<file path="config.mk">
export PLATFORM = sky130hd
export DESIGN_NAME = uart_cmd_framer
export DESIGN_NICKNAME = d
export VERILOG_FILES = /design/src/rtl/uart_cmd_framer.sv
export SDC_FILE = /design/constraint.sdc
export NUM_CORES = 1
export LEC_CHECK = 0
export BUFFER_PORTS_ARGS = -buffer_cell sky130_fd_sc_hd__buf_2
export CORE_MARGIN = 1.5
export CORE_UTILIZATION = 52
export CTS_CLUSTER_SIZE = 20
export DETAILED_ROUTE_END_ITERATION = 10
export PLACE_DENSITY = 0.91
export SETUP_SLACK_MARGIN = 0.4
export SYNTH_ARGS = -nofsm -noshare
export SYNTH_HDL_FRONTEND = slang
export SYNTH_SLANG_ARGS = --single-unit
export TNS_END_PERCENT = 10
</file>
<file path="constraint.sdc">
create_clock -name clock -period 2.82 [get_ports clock]
set_clock_uncertainty 0.2 [all_clocks]
set_input_delay 0.564 -clock clock [delete_from_list [all_inputs] [get_ports clock]]
set_output_delay 0.564 -clock clock [all_outputs]
set_load 0.005 [all_outputs]
</file>
<file path="src/rtl/uart_cmd_framer.sv">
// ---------------------------------------------------------------------------
// uart_cmd_framer
//   Assembles 9-byte command frames arriving from a UART receiver and presents
//   each one as a single command to a downstream AXI-Lite command master.
//   Frame byte order: opcode, addr[7:0..31:24], data[7:0..31:24] (both words
//   little-endian). Legal opcodes: 0x00 WRITE, 0x01 READ, 0x02 MOVE.
//
// Configuration macro:
//   UART_CMD_FRAMER_TIMEOUT_EN - when defined, a partial frame idle for
//   TIMEOUT_CYCLES cycles is discarded and err_timeout pulses. When undefined
//   the timeout counter is absent, err_timeout is tied low and the framer
//   waits indefinitely for the rest of a frame.
//
// Ports:
//   clock        in   rising-edge clock
//   reset        in   asynchronous active-low reset
//   rx_data[7:0] in   received byte
//   rx_valid     in   one-cycle strobe qualifying rx_data (no backpressure)
//   cmd_valid    out  assembled command presented
//   cmd_ready    in   downstream accepts the command
//   cmd_opcode   out  8-bit opcode
//   cmd_addr     out  32-bit address (source address for MOVE)
//   cmd_data     out  32-bit write data (destination address for MOVE)
//   busy         out  high whenever not IDLE
//   err_opcode   out  pulse: frame with illegal opcode dropped
//   err_overrun  out  pulse: byte dropped while a command is pending
//   err_timeout  out  pulse: partial frame aborted on inactivity
// ---------------------------------------------------------------------------
module uart_cmd_framer #(
    parameter int unsigned TIMEOUT_CYCLES = 20000
) (
    input  logic        clock,
    input  logic        reset,
    input  logic [7:0]  rx_data,
    input  logic        rx_valid,
    output logic        cmd_valid,
    input  logic        cmd_ready,
    output logic [7:0]  cmd_opcode,
    output logic [31:0] cmd_addr,
    output logic [31:0] cmd_data,
    output logic        busy,
    output logic        err_opcode,
    output logic        err_overrun,
    output logic        err_timeout
);

    typedef enum logic [1:0] {
        ST_IDLE    = 2'd0,
        ST_COLLECT = 2'd1,
        ST_ISSUE   = 2'd2
    } state_t;

    state_t      state_r;
    logic [3:0]  idx_r;

    // A zero-cycle timeout is meaningless; reject it at elaboration.
    if (TIMEOUT_CYCLES < 32'd1) begin : g_bad_timeout
        $error("uart_cmd_framer: TIMEOUT_CYCLES must be at least 1");
    end

`ifdef UART_CMD_FRAMER_TIMEOUT_EN
    localparam logic [31:0] TIMEOUT_LAST = 32'(TIMEOUT_CYCLES - 32'd1);
    logic [31:0] tcnt_r;
`else
    assign err_timeout = 1'b0;
`endif

    // Frame assembly FSM; all outputs are registered here.
    always_ff @(posedge clock or negedge reset) begin
        if (!reset) begin
            state_r     <= ST_IDLE;
            idx_r       <= 4'd0;
            cmd_valid   <= 1'b0;
            cmd_opcode  <= 8'h00;
            cmd_addr    <= 32'h0000_0000;
            cmd_data    <= 32'h0000_0000;
            busy        <= 1'b0;
            err_opcode  <= 1'b0;
            err_overrun <= 1'b0;
`ifdef UART_CMD_FRAMER_TIMEOUT_EN
            tcnt_r      <= 32'd0;
            err_timeout <= 1'b0;
`endif
        end else begin
            // Error outputs are single-cycle pulses unless re-raised below.
            err_opcode  <= 1'b0;
            err_overrun <= 1'b0;
`ifdef UART_CMD_FRAMER_TIMEOUT_EN
            err_timeout <= 1'b0;
`endif
            case (state_r)
                ST_IDLE: begin
                    if (rx_valid) begin
                        cmd_opcode <= rx_data;
                        idx_r      <= 4'd1;
                        state_r    <= ST_COLLECT;
                        busy       <= 1'b1;
                    end else begin
                        idx_r      <= 4'd0;
                    end
                end

                ST_COLLECT: begin
                    if (rx_valid) begin
`ifdef UART_CMD_FRAMER_TIMEOUT_EN
                        tcnt_r <= 32'd0;
`endif
                        case (idx_r)
                            4'd1:    cmd_addr[7:0]   <= rx_data;
                            4'd2:    cmd_addr[15:8]  <= rx_data;
                            4'd3:    cmd_addr[23:16] <= rx_data;
                            4'd4:    cmd_addr[31:24] <= rx_data;
                            4'd5:    cmd_data[7:0]   <= rx_data;
                            4'd6:    cmd_data[15:8]  <= rx_data;
                            4'd7:    cmd_data[23:16] <= rx_data;
                            4'd8:    cmd_data[31:24] <= rx_data;
                            default: cmd_data        <= cmd_data;
                        endcase
                        if (idx_r == 4'd8) begin
                            idx_r <= 4'd0;
                            // The opcode was captured first, so it can be
                            // validated as the last byte lands.
                            if (cmd_opcode <= 8'h02) begin
                                state_r   <= ST_ISSUE;
                                cmd_valid <= 1'b1;
                            end else begin
                                state_r    <= ST_IDLE;
                                busy       <= 1'b0;
                                err_opcode <= 1'b1;
                            end
                        end else begin
                            idx_r <= idx_r + 4'd1;
                        end
                    end else begin
`ifdef UART_CMD_FRAMER_TIMEOUT_EN
                        if (tcnt_r == TIMEOUT_LAST) begin
                            state_r     <= ST_IDLE;
                            busy        <= 1'b0;
                            idx_r       <= 4'd0;
                            tcnt_r      <= 32'd0;
                            err_timeout <= 1'b1;
                        end else if (tcnt_r != 32'hFFFF_FFFF) begin
                            tcnt_r <= tcnt_r + 32'd1;
                        end else begin
                            tcnt_r <= tcnt_r;
                        end
`else
                        idx_r <= idx_r;
`endif
                    end
                end

                ST_ISSUE: begin
                    if (cmd_ready) begin
                        cmd_valid <= 1'b0;
                        // A byte landing on the handshake cycle opens the
                        // next frame instead of being lost.
                        if (rx_valid) begin
                            cmd_opcode <= rx_data;
                            idx_r      <= 4'd1;
                            state_r    <= ST_COLLECT;
                        end else begin
                            state_r    <= ST_IDLE;
                            busy       <= 1'b0;
                        end
                    end else if (rx_valid) begin
                        err_overrun <= 1'b1;
                    end else begin
                        cmd_valid <= 1'b1;
                    end
                end

                default: begin
                    state_r   <= ST_IDLE;
                    idx_r     <= 4'd0;
                    cmd_valid <= 1'b0;
                    busy      <= 1'b0;
                end
            endcase
        end
    end

endmodule

</file>
==> metrics.txt, run 1 <==
# setup viols final 0; Layout Cells excl Fill 417; starting DRC count in detailed routing 190; status completed; Syn Inst Count around 240; CP max stage cell and2_1; share of cells above drive strength 1 56.5%; metal2 WL 4080 µm; clk sinks 82; CTS H-Tree Depth 3; drc violations 0; Final period util about 81%; Syn Nets 258; Reg-to-Reg End cmd_data[31]$_DFFE_PN0P_; CP endpoint kind register; # diodes 0; CP arrival 2350 ps; DR top layer met4; max_cap viols 0; Worst-path clk slew 80 ps; largest net degree at the start of global routing 41; DP Cell Count 400; Row Count 29; Slew Limit Fails 0; mapped cell area 0.00346 mm²; sequential area share after synthesis 59.3%; Ys Warns 0; port bufs 87; Seq cells post-synth ~80; Max stage delay on crit path 420 ps; Initial Util about 54%; CP Depth 5; post-synth top area share between 50% and 60%; Syn Area/Cell 14.5 µm²; flop-to-flop setup slack 520 ps; synth unique cells 32; Die Wd 84.6 µm; CP startpoint kind register; initial antenna violation count 0; Critical Path, Cell by Cell inv_1 -> ha_1 -> and2_2 -> and2_1 -> mux2_2; P_leak 2.20 nW; Fmax achieved 436 MHz; All-Layer GR Usage 23.8%; RSZ-0062 raised after global routing false; synth top area cells dfrtp_1 59%, mux2_2 25%, ha_1 2.9%; # fillers 458; total number of vias ~2.4k; Synth-to-Final Area Change 22.5%; CTS max path bufs 2; critical path endpoint cmd_data[31]$_DFFE_PN0P_; first-pass GRT wire length 13000 µm; CTS tree built; Congestion Overflow GR 0; WP buf/inv 1; pwr dens 1060 mW/mm²; io pins 89; commonest non-fill, non-tap cell in the layout buf_2; Worst EP required 2870 ps; DR pass1 iterations 5; WL met3 609 µm; CP Class reg -> reg; IR drop worst, VDD 0.638 mV; DP HPWL 5630 µm; M1 WL ~3400 µm; clk root buf clkbuf_8; clock insertion delay at the later pin of the skew report about 360 ps; max_slew headroom 63.7%; mean routed wirelength per cell 19.7 µm; core area 0.00639 mm²; final hold viol count 0; chip height about 85 µm; critical path peak fanout 10; worst r2r src state_r[1]$_DFFE_PN0P_; gpl congestion 0.864; WL final slightly above 8000 µm; Worst path top cell family by delay simple AND/OR/NAND/NOR gates; vias per inst about 5.6; TNS Setup 0 ps; number of global-route vias before repair 2552; Antenna Nets Post-Route 0; Crit. Startpoint state_r[1]$_DFFE_PN0P_; commonest non-fill, non-tap cells in the layout 86 x buf_2, 82 x dfrtp_1, 76 x mux2_2; number of buffers created by CTS 9; min cycle time layout 2300 ps; worst slew pin tran 544 ps; worst hold path type reg -> reg; Die Area between 0.007 and 0.008 mm²; reg2reg path depth 5; Synth area leader dfrtp_1; fin nets roughly 360
worst min-delay path by stage:
| stage | to | startpoint | cells past startpoint |
|---|---|---|---|
| finish | cmd_addr[8]$_DFFE_PN0P_ | cmd_addr[8]$_DFFE_PN0P_ | 1 |
| global route | cmd_addr[5]$_DFFE_PN0P_ | cmd_addr[5]$_DFFE_PN0P_ | 1 |
| CTS | cmd_addr[5]$_DFFE_PN0P_ | cmd_addr[5]$_DFFE_PN0P_ | 1 |
| detailed placement | cmd_addr[8]$_DFFE_PN0P_ | cmd_addr[8]$_DFFE_PN0P_ | 1 |
| global placement | cmd_addr[19]$_DFFE_PN0P_ | cmd_addr[19]$_DFFE_PN0P_ | 1 |
| floorplan | busy$_DFFE_PN0P_ | reset | 0 |
state kept, by name (all words and copies together) (netlist names):
name,flops
cmd_data,32
cmd_opcode,8
busy,1
err_opcode,1
cmd_valid,1
idx_r,4
err_overrun,1
cmd_addr,32
state_r,2
power breakdown:
part | switching (mW) | internal, mW
logic | 0.689 | 0.806
registers | 0.288 | 1.64
clock network | 0.438 | 0.615
synthesized netlist by cell type:
master / count
dfrtp_1: 82
nand4b_2: 1
nand4b_1: 1
nor4_1: 1
buf_2: 2
buf_4: 1
nor2_4: 3
nor3b_1: 2
mux2_2: 76
o31ai_1: 2
a221oi_1: 1
o21ai_0: 5
inv_1: 6
a211oi_1: 1
nor3_1: 1
nand3_1: 4
a21oi_1: 4
inv_2: 1
and3b_1: 1
ha_1: 8
nand2_1: 9
nor2_1: 4
or3_1: 1
and2_1: 4
buf_6: 2
nand2b_1: 5
nand4_1: 2
nand3_2: 3
conb_1: 1
nor2b_1: 2
mux2i_1: 1
a22o_4: 1
metal layers:
metal | up-vias | global-route usage [%]
met5 | - | 0
met4 | 0 | 9.24
met3 | 18 | 7.57
met2 | 101 | 39.1
met1 | 1200 | 29.4
li1 | 1036 | -
metrics by stage:
step	utilization, %	area, µm²	setup WS [ps]	total power, mW	hold slack, ps
5_1_grt	66.4	4240	419	4.72	316
2_1_floorplan	-	3460	847	2.73	68.4
6_report	66.4	4240	524	4.48	304
3_5_place_dp	62.3	3980	438	3.42	288
4_1_cts	66.4	4240	432	4.48	305
3_3_place_gp	62.3	3980	560	3.31	282
cell families after synthesis:
logic type,synth area share (%)
flops,59.3
compound gates,2.71
fa+ha+maj,2.89
simple gates,8.06
buf+inv,1.92
mux,25.0
other cells,0.108
layout make-up:
type                            instances  area [µm²]  share of cell area (%)
Sequential cell                        82        2050                    48.4
Clock buffer                           10         138                    3.25
Clock inverter                          6         113                    2.66
Tap cell                               77        96.3                    2.27
Timing Repair Buffer                   91         470                    11.1
Multi-Input combinational cell        144        1340                    31.7
Inverter                                7        26.3                   0.620
repair_timing:
action	4_1_cts	5_1_grt
hold endpoints to repair	37	0
hold buffers	1	0
endpoints found under the setup margin	0	40
setup buffers	0	0
resized for setup	0	1
Power figures use the tool's default switching activity.
==> run 2: changes to the inputs <==
- CORE_UTILIZATION: 52 -> 47
- PLACE_DENSITY: 0.91 -> 0.87
- clock period: 2.82 -> 1.9 ns (I/O delays scaled with it)
==> run 2 against run 1 <==
Against the previous run: sequential power rose by 49%; global-route usage fell by 0.054 points; flip-flop and latch count did not move; clock power is 25% higher; non-clock buffer count up 29; utilization down 0.28 points; clock-buffer cell count unchanged; setup slack lost 520 ps; critical path type unchanged; critical endpoint is now idx_r[3]$_DFFE_PN0P_.
==> metrics.txt, run 2 (synthesized netlist as in run 1, its figures left out) <==
status completed; clk sinks 82 (unchanged); Worst EP required 1930 ps (-940 ps); Final period util 99.8% (+18 points); fin nets 384 (+8.2%); IR drop worst, VDD 0.770 mV (+21%); # diodes 0 (unchanged); chip height 88.8 µm (+5.0%); vias per inst 5.29 (-6.4%); CP max stage cell dfrtp_2; Worst-path clk slew 80 ps (about the same); Register Area 0.00205 mm² (+0.12%); Die Wd 88.8 µm (+5.0%); clk root buf clkbuf_8; WP buf/inv 3 (+2); total number of vias 2475 (+5.1%); pwr dens 1500 mW/mm² (+42%); mean routed wirelength per cell 19.2 µm (-2.7%); CP endpoint kind register; Antenna Nets Post-Route 0 (unchanged); Row Count 31 (+6.9%); port bufs 87 (unchanged); CTS tree built; critical path peak fanout 5 (-5); first-pass GRT wire length 13500 µm (+4.0%); CTS H-Tree Depth 3 (unchanged); DP HPWL 5530 µm (-1.6%); Worst path top cell family by delay flip-flops; TNS Setup 0 ps (unchanged); Reg-to-Reg End idx_r[3]$_DFFE_PN0P_; Initial Util 48.2% (-6.0 points); RSZ-0062 raised after global routing true; worst hold path type in -> reg; Congestion Overflow GR 0 (unchanged); top flop regs cmd_addr: 32 flops, cmd_data: 32 flops, cmd_opcode: 8 flops; worst hold slack 215 ps (-89.1 ps); flop-to-flop setup slack 5 ps (-520 ps); critical path endpoint idx_r[3]$_DFFE_PN0P_; All-Layer GR Usage 23.7% (-0.054 points); # fillers 532 (+16%); multi-input logic area 0.00158 mm² (+17%); Critical Path, Cell by Cell ha_4 -> buf_6 -> buf_4 -> nand2b_1 -> buf_4 -> nor3b_2 -> o21ai_0 -> o31ai_2; Fmax achieved 528 MHz (+21%); initial antenna violation count 0 (unchanged); share of cells above drive strength 1 66.4% (+9.9 points); worst r2r src state_r[0]$_DFFE_PN0P_; CP startpoint kind register; CP arrival 1930 ps (-420 ps); number of global-route vias before repair 2557 (+0.20%); number of buffers created by CTS 9 (unchanged); DR pass1 iterations 4 (-1); Synth-to-Final Area Change 37.1%; core area 0.00718 mm² (+12%); drc violations 0 (unchanged); gpl congestion 0.815 (-5.7%); clock insertion delay at the later pin of the skew report 360 ps (about the same); Die Area 0.00789 mm² (+10%); min cycle time layout 1900 ps (-401 ps); Max stage delay on crit path 460 ps (+40 ps); Crit. Startpoint state_r[0]$_DFFE_PN0P_; max_cap viols 0 (unchanged); CP Depth 8 (+3); WL final 8980 µm (+9.3%); Slew Limit Fails 0 (unchanged); CTS max path bufs 2 (unchanged); reg2reg path depth 8 (+3); P_leak 2.44 nW (+11%); commonest non-fill, non-tap cells in the layout 86 x buf_2, 80 x dfrtp_1, 57 x mux2_2; most used cell, CP buf_4; # setup viols final 0 (unchanged); CP Class reg -> reg; final hold viol count 0 (unchanged); largest net degree at the start of global routing 42 (+2.4%); commonest non-fill, non-tap cell in the layout buf_2; starting DRC count in detailed routing 88 (-54%); io pins 89 (unchanged)
-- run 2: repair_timing --
item	in CTS	in global routing
pin swaps	7	10
cloned	0	0
gates resized for setup	41	21
hold buffers	1	0
endpoints found under the setup margin	81	90
setup buffers	11	3
endpoints found under the hold margin	26	0
-- run 2: layout make-up --
type,instances,share of cell area (%)
clock buffers,10,2.90
well taps,99,2.61
inverters,7,0.607
clock inverters,6,1.37
flip-flops and latches,82,43.3
repair buffers,120,16.0
multi-input cells,144,33.2
-- run 2: how the worst min path moves through the flow --
stage	slack (ps)	end	cells after the start	startpoint
3_3_place_gp	130	cmd_addr[26]$_DFFE_PN0P_	1	reset
3_5_place_dp	140	cmd_addr[26]$_DFFE_PN0P_	1	reset
5_1_grt	220	cmd_addr[27]$_DFFE_PN0P_	2	rx_data[3]
4_1_cts	190	err_overrun$_DFF_PN0_	3	cmd_ready
6_report	220	err_overrun$_DFF_PN0_	3	cmd_ready
2_1_floorplan	-120	busy$_DFFE_PN0P_	0	reset
-- run 2: power by group --
group | internal [mW] | switching, mW
Clock | 0.645 | 0.663
Sequential | 2.44 | 0.445
Combinational | 1.67 | 1.27
Total | 4.75 | 2.38
-- run 2: through the flow --
step                setup WS, ps  cells  util [%]  area (µm²)  power (mW)
finish                      4.55    468      66.1        4740        7.13
global route               -35.9    468      66.1        4740        7.53
CTS                         76.0    465      64.7        4640        6.89
detailed placement         -99.9    437      57.9        4150        5.21
global placement           -29.2    437      57.9        4150        5.08
floorplan                  -32.0    238         -        3480        4.09
-- run 2: tightest hold or removal path, delay by kind of cell --
| family | cells | cell delay, ps |
|---|---|---|
| simple gates | 2 | 250 |
| buf+inv | 1 | 120 |
-- run 2: layer usage --
metal / track usage, % / vias up / routed length [µm]
li1: - / 1097 / -
met1: 30.7 / 1258 / 3840
met2: 36.8 / 92 / 4330
met3: 4.85 / 28 / 434
met4: 14.5 / 0 / 371
met5: 0 / - / 0
